## config.mk

```make
export PLATFORM = sky130hd
export DESIGN_NAME = clkspec_arbreq_src
export DESIGN_NICKNAME = d
export VERILOG_FILES = /design/src/rtl/clkspec_arbreq_src.sv
export SDC_FILE = /design/constraint.sdc
export NUM_CORES = 1
export LEC_CHECK = 0
export ABC_AREA = 1
export BUFFER_PORTS_ARGS = -buffer_cell sky130_fd_sc_hd__buf_2
export CAP_MARGIN = 20
export CORE_MARGIN = 3
export CORE_UTILIZATION = 51
export DETAILED_ROUTE_END_ITERATION = 8
export HOLD_SLACK_MARGIN = 0.03
export PLACE_DENSITY_LB_ADDON = 0.25
export SLEW_MARGIN = 20
export SYNTH_ARGS = -nofsm -noshare
export SYNTH_HDL_FRONTEND = slang
export SYNTH_SLANG_ARGS = --single-unit
```

## constraint.sdc

```tcl
create_clock -name clk -period 1.8 [get_ports clk]
set_input_delay 0.36 -clock clk [delete_from_list [all_inputs] [get_ports clk]]
set_output_delay 0.36 -clock clk [all_outputs]
set_load 0.01 [all_outputs]
```

## src/rtl/clkspec_arbreq_src.sv

```systemverilog
//==============================================================================
// clkspec_arbreq_src : per-client requester for the shared adder stage.
// Queues operand pairs, runs req -> data -> result handshakes, counts results.
// Revision: 1.0
//==============================================================================
`default_nettype none

module clkspec_arbreq_src #(
    parameter int WIDTH   = 4,
    parameter int DEPTH   = 4,
    parameter int TIMEOUT = 15
) (
    input  logic             clk,
    input  logic             reset,
    input  logic             op_valid,
    output logic             op_ready,
    input  logic [WIDTH-1:0] op_a,
    input  logic [WIDTH-1:0] op_b,
    output logic             req,
    input  logic             gnt,
    output logic [WIDTH-1:0] a,
    output logic [WIDTH-1:0] b,
    output logic             dvalid,
    input  logic             drd,
    input  logic             res_valid,
    input  logic [WIDTH-1:0] res,
    output logic             done,
    output logic [WIDTH-1:0] res_q,
    output logic [7:0]       txn_cnt,
    output logic             err
);

    localparam int PTR_W = $clog2(DEPTH);
    localparam int WD_W  = $clog2(TIMEOUT + 1);
    localparam logic [PTR_W:0]  FULL_CNT = (PTR_W + 1)'(DEPTH);
    localparam logic [WD_W-1:0] WD_LAST  = WD_W'(TIMEOUT - 1);

    typedef enum logic [1:0] {
        S_IDLE     = 2'd0,
        S_REQ      = 2'd1,
        S_DATA     = 2'd2,
        S_WAIT_RES = 2'd3
    } state_t;

    state_t             state_q, state_d;
    logic [PTR_W-1:0]   rd_ptr_q, rd_ptr_d;
    logic [PTR_W-1:0]   wr_ptr_q, wr_ptr_d;
    logic [PTR_W:0]     count_q, count_d;
    logic [2*WIDTH-1:0] mem_q [DEPTH];
    logic [WD_W-1:0]    wd_q, wd_d;
    logic               req_q, req_d;
    logic               dvalid_q, dvalid_d;
    logic               done_q, done_d;
    logic               err_q, err_d;
    logic [WIDTH-1:0]   a_q, a_d;
    logic [WIDTH-1:0]   b_q, b_d;
    logic [WIDTH-1:0]   res_d;
    logic [7:0]         txn_cnt_q, txn_cnt_d;

    logic               push;
    logic               pop;
    logic [2*WIDTH-1:0] head;

    assign op_ready = (count_q != FULL_CNT);
    assign push     = op_valid && op_ready;
    assign pop      = (state_q == S_DATA) && drd;
    assign head     = mem_q[rd_ptr_q];

    assign req      = req_q;
    assign dvalid   = dvalid_q;
    assign a        = a_q;
    assign b        = b_q;
    assign done     = done_q;
    assign txn_cnt  = txn_cnt_q;
    assign err      = err_q;

    always_comb begin
        state_d   = state_q;
        wd_d      = wd_q;
        err_d     = err_q;
        res_d     = res_q;
        txn_cnt_d = txn_cnt_q;
        done_d    = 1'b0;
        rd_ptr_d  = pop  ? rd_ptr_q + PTR_W'(1) : rd_ptr_q;
        wr_ptr_d  = push ? wr_ptr_q + PTR_W'(1) : wr_ptr_q;
        case ({push, pop})
            2'b10:   count_d = count_q + (PTR_W + 1)'(1);
            2'b01:   count_d = count_q - (PTR_W + 1)'(1);
            default: count_d = count_q;
        endcase

        case (state_q)
            S_IDLE: begin
                if (count_q != '0) state_d = S_REQ;
            end
            S_REQ: begin
                if (gnt) state_d = S_DATA;
            end
            S_DATA: begin
                if (drd) begin
                    state_d = S_WAIT_RES;
                    wd_d    = '0;
                end
            end
            S_WAIT_RES: begin
                // A result arriving on the last allowed cycle still wins.
                if (res_valid) begin
                    res_d     = res;
                    done_d    = 1'b1;
                    txn_cnt_d = txn_cnt_q + 8'd1;
                    wd_d      = '0;
                    state_d   = (count_q != '0) ? S_REQ : S_IDLE;
                end else if (wd_q == WD_LAST) begin
                    err_d   = 1'b1;
                    wd_d    = '0;
                    state_d = S_IDLE;
                end else begin
                    wd_d = wd_q + WD_W'(1);
                end
            end
            default: state_d = S_IDLE;
        endcase

        // Outputs are registered off the next state so they align with it.
        req_d    = (state_d == S_REQ);
        dvalid_d = (state_d == S_DATA);
        a_d      = dvalid_d ? head[2*WIDTH-1:WIDTH] : '0;
        b_d      = dvalid_d ? head[WIDTH-1:0]       : '0;
    end

    always_ff @(posedge clk) begin
        if (reset) begin
            state_q   <= S_IDLE;
            rd_ptr_q  <= '0;
            wr_ptr_q  <= '0;
            count_q   <= '0;
            wd_q      <= '0;
            req_q     <= 1'b0;
            dvalid_q  <= 1'b0;
            done_q    <= 1'b0;
            err_q     <= 1'b0;
            a_q       <= '0;
            b_q       <= '0;
            res_q     <= '0;
            txn_cnt_q <= '0;
        end else begin
            state_q   <= state_d;
            rd_ptr_q  <= rd_ptr_d;
            wr_ptr_q  <= wr_ptr_d;
            count_q   <= count_d;
            wd_q      <= wd_d;
            req_q     <= req_d;
            dvalid_q  <= dvalid_d;
            done_q    <= done_d;
            err_q     <= err_d;
            a_q       <= a_d;
            b_q       <= b_d;
            res_q     <= res_d;
            txn_cnt_q <= txn_cnt_d;
        end
    end

    always_ff @(posedge clk) begin
        if (push) mem_q[wr_ptr_q] <= {op_a, op_b};
    end

endmodule

`default_nettype wire

```

== Word level (Yosys, flattened, before mapping) ==
Memory sizes are Yosys's and may differ from the RTL's. A register that Yosys moved wholly into a read port is not among the register bits.
Cells that the tools add are included.

* Add/subtract/negate cells: 6
* Eq/ne operators: 10
* Muxes and demuxes: 15
* Bitwise logic cells: 3
* Reductions and logical operators: 11

{| class="wikitable"
|+ Operator list
! operator !! number
|-
| 4-bit two-way mux || 3
|-
| 2-bit two-way mux || 5
|-
| 8-bit by 1-bit adder with 8-bit output, second input constant || 1
|-
| 2-bit equality test, second input constant || 4
|-
| 2-bit one-hot mux with 4 select lines || 1
|-
| 4-bit one-hot mux with 2 select lines || 1
|-
| 2-bit by 1-bit equality test with 1-bit output, second input constant || 3
|-
| 3-bit one-hot mux with 2 select lines || 1
|-
| 2-bit by 1-bit adder with 2-bit output, second input constant || 2
|-
| 4-bit by 1-bit adder with 4-bit output, second input constant || 1
|-
| 4-bit equality test, second input constant || 1
|-
| 1-bit two-way mux || 4
|-
| 2-bit AND reduction || 2
|-
| 2-bit nonzero test || 2
|-
| 2-bit OR reduction || 2
|-
| 3-bit by 1-bit adder with 3-bit output, second input constant || 1
|-
| 3-bit inequality test, second input constant || 1
|-
| 1-bit NOT || 3
|-
| 3-bit AND reduction || 1
|-
| 3-bit nonzero test || 1
|-
| 3-bit by 1-bit subtractor with 3-bit output, second input constant || 1
|-
| 1-bit logical AND || 2
|-
| 2-bit logical NOT || 1
|-
| 2-bit inequality test, second input constant || 1
|}

* Bits in registers: 29
* Memory bits (writable): 32
* Input port bits: 18
* Output and inout bits: 25
* Logic and storage cells: 57
* Memories kept: 1

{| class="wikitable"
|+ Memories
! name !! depth !! bits a word !! rd ports !! clocked after memory_dff !! write ports !! line !! text
|-
| mem_q || 4 || 8 || 1 || 1 || 1 || 49 || <nowiki>logic [2*WIDTH-1:0] mem_q [DEPTH];</nowiki>
|}

== Logic depth before layout (Yosys ltp) ==
* Depth in word-level cells: 7
* Mapped depth: 11

== Least setup slack after synthesis ==
OpenSTA, ideal clock, no wires.

* Path type: flip-flop to flip-flop
* Start point: reg count_q[0]
* End point: reg count_q[2]
* Library setup time: 0.113 ns
* Arrival: 1.710 ns
* Data required time: 1.687 ns
* Path slack: -0.023 ns
* Stages on the path, launching flop included: 11
* Path buffers: 0
* Clock period less this slack: 1.823 ns
* Path through: dfxtp_1 inv_1 nand3_1 nand2_1 ha_1 inv_1 fa_1 a21oi_1 o21ai_0 nor2_1 nor2_1

* Cells in the longest elaborated chain, start to end: 4
* Elaborated cells between the ends (all ways): 8
* Classes of those cells: add/sub: 2; eq/ne: 3; mux: 1; reduce/logical: 2

{| class="wikitable"
|+ RTL lines
! element !! line !! text
|-
| start: declaration || 48 || <nowiki>logic [PTR_W:0] count_q, count_d;</nowiki>
|-
| start signal: assignment || 150 || <nowiki>count_q <= count_d;</nowiki>
|-
| 3-bit inequality test (*) || 64 || <nowiki>assign op_ready = (count_q != FULL_CNT);</nowiki>
|-
| named net op_ready || 16 || <nowiki>output logic op_ready,</nowiki>
|-
| 1-bit logical AND (*) || 65 || <nowiki>assign push = op_valid && op_ready;</nowiki>
|-
| 2-bit by 1-bit equality test with 1-bit output or 2-bit equality test (tied branches) || 86 || <nowiki>case ({push, pop})</nowiki>
|-
| 3-bit one-hot mux with 2 select lines or 2-bit nonzero test (tied branches) || n/a ||
|}

Mark *: on every way through the listed nets, which the timed path passes. The rest lies on a longest branch.
A chain may end at the register's enable or synchronous reset.

== Worst setup path after layout ==
* Start point: reg count_q[1]
* End point: reg count_q[2]

* Cells in the longest elaborated chain, start to end: 4
* Elaborated cells between the ends (all ways): 8
* Classes of those cells: add/sub: 2; eq/ne: 3; mux: 1; reduce/logical: 2

{| class="wikitable"
|+ RTL lines
! element !! line
|-
| 3-bit inequality test || 64
|-
| 1-bit logical AND || 65
|-
| 2-bit by 1-bit equality test with 1-bit output or 2-bit equality test (tied branches) || 86
|-
| 3-bit one-hot mux with 2 select lines or 2-bit nonzero test (tied branches) || n/a
|}

Parallel ways exist; a longest one is shown, timed or not.

==> impl_metrics.csv <==
group,metric,value,unit
clock_network,clkSinkCount,69,
floorplanning,num_io_pins,43,
clock_network,ctsHoldBuffers,0,
floorplanning,die_w,81.71,µm
final_layout,layout_commonest_cell,"nand2_1",
setup_path,crit_slowest_cell,"fa_1",
final_layout,layout_common_cells,"nand2_1 (75), nor2_1 (53), inv_1 (46), buf_2 (42), dfxtp_1 (36)",
floorplanning,start_util,0.5478,
clock_network,cts_made_buffers,9,
power_and_ir_drop,pwr-share-clk,0.385,
global_route,antenna_found_initial,0,
place,dp_slack,0.04473,ns
global_route,grt-ovfl-total,0,
place,port_buffers,42,
power_and_ir_drop,leakage,1.600,nW
job,max_cap_violations,0,
worst_hold_path,holdPathEnd,"mem_q[2][3]",
sta,skew,0.009781,ns
place,dp_hpwl,3.645,mm
worst_hold_path,hold_path.startpoint,"op_b[3]",
detailed_routing,drt_iter0_drc,64,
synth,yosys.cell_types.count,27,
sta,min_period,1.680,ns
detailed_routing,drc,0,
power_and_ir_drop,seq_power_share,0.510,
sta,hold_viol,0,
setup_path,cpPeakStageDelay,0.37,ns
sta,max_freq,0.5954,GHz
synth,ys_ff_latch,69,
place,dp.cells,451,
final_layout,antenna_cells,0,
place,place_congestion,0.8374,
setup_path,reg2regPathDepth,11,
worst_hold_path,hold_depth,1,
detailed_routing,routed-via-count,2206,
final_layout,drive_above_1_share,0.2211,
synth,syn_inst,333,
sta,layout_setup_ws,0.1203,ns
power_and_ir_drop,p_per_area,973.6,nW/µm²
detailed_routing,post_drt_wl_per_cell,11.36,µm
global_route,grt_pass1_vias,1944,
sta,drv_slew,0,
power_and_ir_drop,comb_power_share,0.105,
setup_path,cp.required,2.08,ns
final_layout,fillers,447,
setup_path,r2r_end,"count_q[2]",
sta,max-slew-margin-rel,0.6601,
setup_path,crit_top_cell,"nand2_1",
synth,yosysSeqAreaShare,0.5822,
synth,syn_area_per_cell,8.777,µm²
floorplanning,rows,26,
setup_path,cp-end-kind,"register",
power_and_ir_drop,ir_drop,0.0006179,V
final_layout,syn_to_final_growth,20.25,%
detailed_routing,first_pass_iters,4,
final_layout,stdcell_count,468,
status,outcome,"finished, final reports clean",
floorplanning,die_h,81.71,µm
worst_hold_path,min_path_type,"input pin to register",
clock_network,cts-root-buf,"clkbuf_8",
setup_path,worstReg2RegStart,"count_q[1]",
sta,fin_crit_sh,0.9331,
detailed_routing,wirelength,5.316,mm
clock_network,cts_tree,"done",
synth,yosys_warnings,0,
detailed_routing,avgViaCountPerCell,4.714,
global_route,grt_pass1_wl,8.569,mm
setup_path,path_max_fanout,3,
synth,syn_area,2923,µm²
floorplanning,die_area,6676,µm²
detailed_routing,ant_nets,0,
final_layout,nets,420,
setup_path,critical_path.cell_chain,"inv_2 > nand3_2 > nand2_2 > ha_1 > inv_1 > fa_1 > a21oi_1 > o21ai_0 > nand2_1 > nand2_1 > nor2_1",
sta,worst_pin_slew,0.5093,ns
setup_path,rrSetupSlack,0.12,ns
clock_network,cts_max_path_buffers,2,
setup_path,critPathArrivalTime,1.96,ns
power_and_ir_drop,p_sw,0.0008049,W
setup_path,worst_setup_path_start_kind,"register",
global_route,grt.total_usage,0.1749,
global_route,grt_max_degree,36,
sta,setup_viol,0,
clock_network,path_clk_slew,0.07,ns
clock_network,insertion_delay,0.35,ns
power_and_ir_drop,intPower,0.002617,W
setup_path,path_class,"register to register",
floorplanning,coreArea,5335,µm²
synth,syn_nets,360,
clock_network,htreeDepth,3,
power_and_ir_drop,p_sw_frac,0.2352,
-- final cells by class --
| class | instances | area, µm² | area share |
|---|---|---|---|
| Timing Repair Buffer | 57 | 322.8 | 0.09185 |
| Clock buffer | 10 | 127.6 | 0.03631 |
| Multi-Input combinational cell | 207 | 1011 | 0.2876 |
| Sequential cell | 69 | 1703 | 0.4845 |
| Clock inverter | 6 | 78.83 | 0.02243 |
| Inverter | 49 | 183.9 | 0.05233 |
| Tap cell | 70 | 87.58 | 0.02492 |
-- how the worst max path moves through the flow --
stage,start,end,slack [ns],cells after the start
final,count_q[1],count_q[2],0.12,11
after global routing,count_q[1],count_q[2],-0.003,11
after CTS,count_q[1],count_q[2],0.05,11
after detailed placement,drd,count_q[2],0.04,11
after global placement,drd,count_q[2],0.10,11
after floorplan,count_q[0],count_q[2],0.03,10
-- through the flow --
stage | utilization | setup TNS (ns) | total power [W] | hold slack (ns) | area (µm²)
after floorplan | - | 0 | 0.002009 | 0.4291 | 2925
after global placement | 0.6166 | 0 | 0.002121 | 0.4479 | 3289
after detailed placement | 0.6166 | 0 | 0.002129 | 0.4550 | 3289
after CTS | 0.6553 | 0 | 0.003441 | 0.2168 | 3496
after global routing | 0.6588 | -0.002731 | 0.003565 | 0.2198 | 3515
final | 0.6588 | 0 | 0.003422 | 0.2305 | 3515
-- Yosys cell counts --
library cell,n,area [µm²]
nand2_1,76,285.3
nor2_1,53,198.9
inv_1,47,176.4
dfxtp_1,37,740.7
edfxtp_1,32,960.9
a21oi_1,21,105.1
nor3_1,10,50.05
nand3_1,9,45.04
o21ai_0,9,45.04
ha_1,8,100.1
nand2_2,5,31.28
buf_2,4,20.02
clkbuf_1,3,11.26
nand3b_1,3,22.52
nor2_2,3,18.77
nand2_4,2,22.52
a211oi_1,1,7.510
buf_4,1,7.510
clkinv_1,1,3.750
fa_1,1,20.02
inv_2,1,3.750
nand3_2,1,10.01
nand4_1,1,6.260
nor3_2,1,10.01
o21ai_1,1,5.000
o22ai_1,1,6.260
xor2_1,1,8.760
-- logic make-up after synthesis --
group                      synth area share
AOI/OAI and AO/OA                   0.05779
and+or+nand+nor                      0.2397
DFF                                  0.5822
adders and majority gates           0.04110
buffers and inverters               0.07620
xor gates and xnor gates           0.002997
-- worst max-delay path: cells and delay by family, from the launching register on --
family	cells	cell delay, ns
AOI/OAI and AO/OA	2	0.27
adders and majority gates	2	0.52
and+or+nand+nor	5	0.36
buffers and inverters	2	0.14
DFF	1	0.32
-- per-layer routing --
| layer | global-route usage | vias to the layer above | part of all wire |
|---|---|---|---|
| li1 | - | 1165 | - |
| met2 | 0.2907 | 40 | 0.48 |
| met5 | 0 | - | 0 |
| met3 | 0.06469 | 10 | 0.049 |
| met4 | 0.07641 | 0 | 0.020 |
| met1 | 0.2023 | 991 | 0.45 |
-- what timing repair did --
action                     in CTS  in global routing
setup endpoints to repair       0                  1
gates resized for setup         0                  4
buffers inserted                0                  1
-- power by group through the flow --
stage | logic, W | clock network [W] | registers, W
3_3_place_gp | 0.000346 | 0 | 0.00178
4_1_cts | 0.000355 | 0.00134 | 0.00174
6_report | 0.000359 | 0.00132 | 0.00175
2_1_floorplan | 0.000222 | 0 | 0.00179
5_1_grt | 0.000409 | 0.00140 | 0.00175
3_5_place_dp | 0.000352 | 0 | 0.00178
-- registers in the layout (all words and copies together) (netlist names) --
signal    count
count_q       3
req           1
done          1
a             4
res_q         4
mem_q        32
wd_q          4
rd_ptr_q      2
dvalid        1
b             4
txn_cnt       8
state_q       2
wr_ptr_q      2
err           1
No activity file was read; power rests on OpenSTA's default activity.
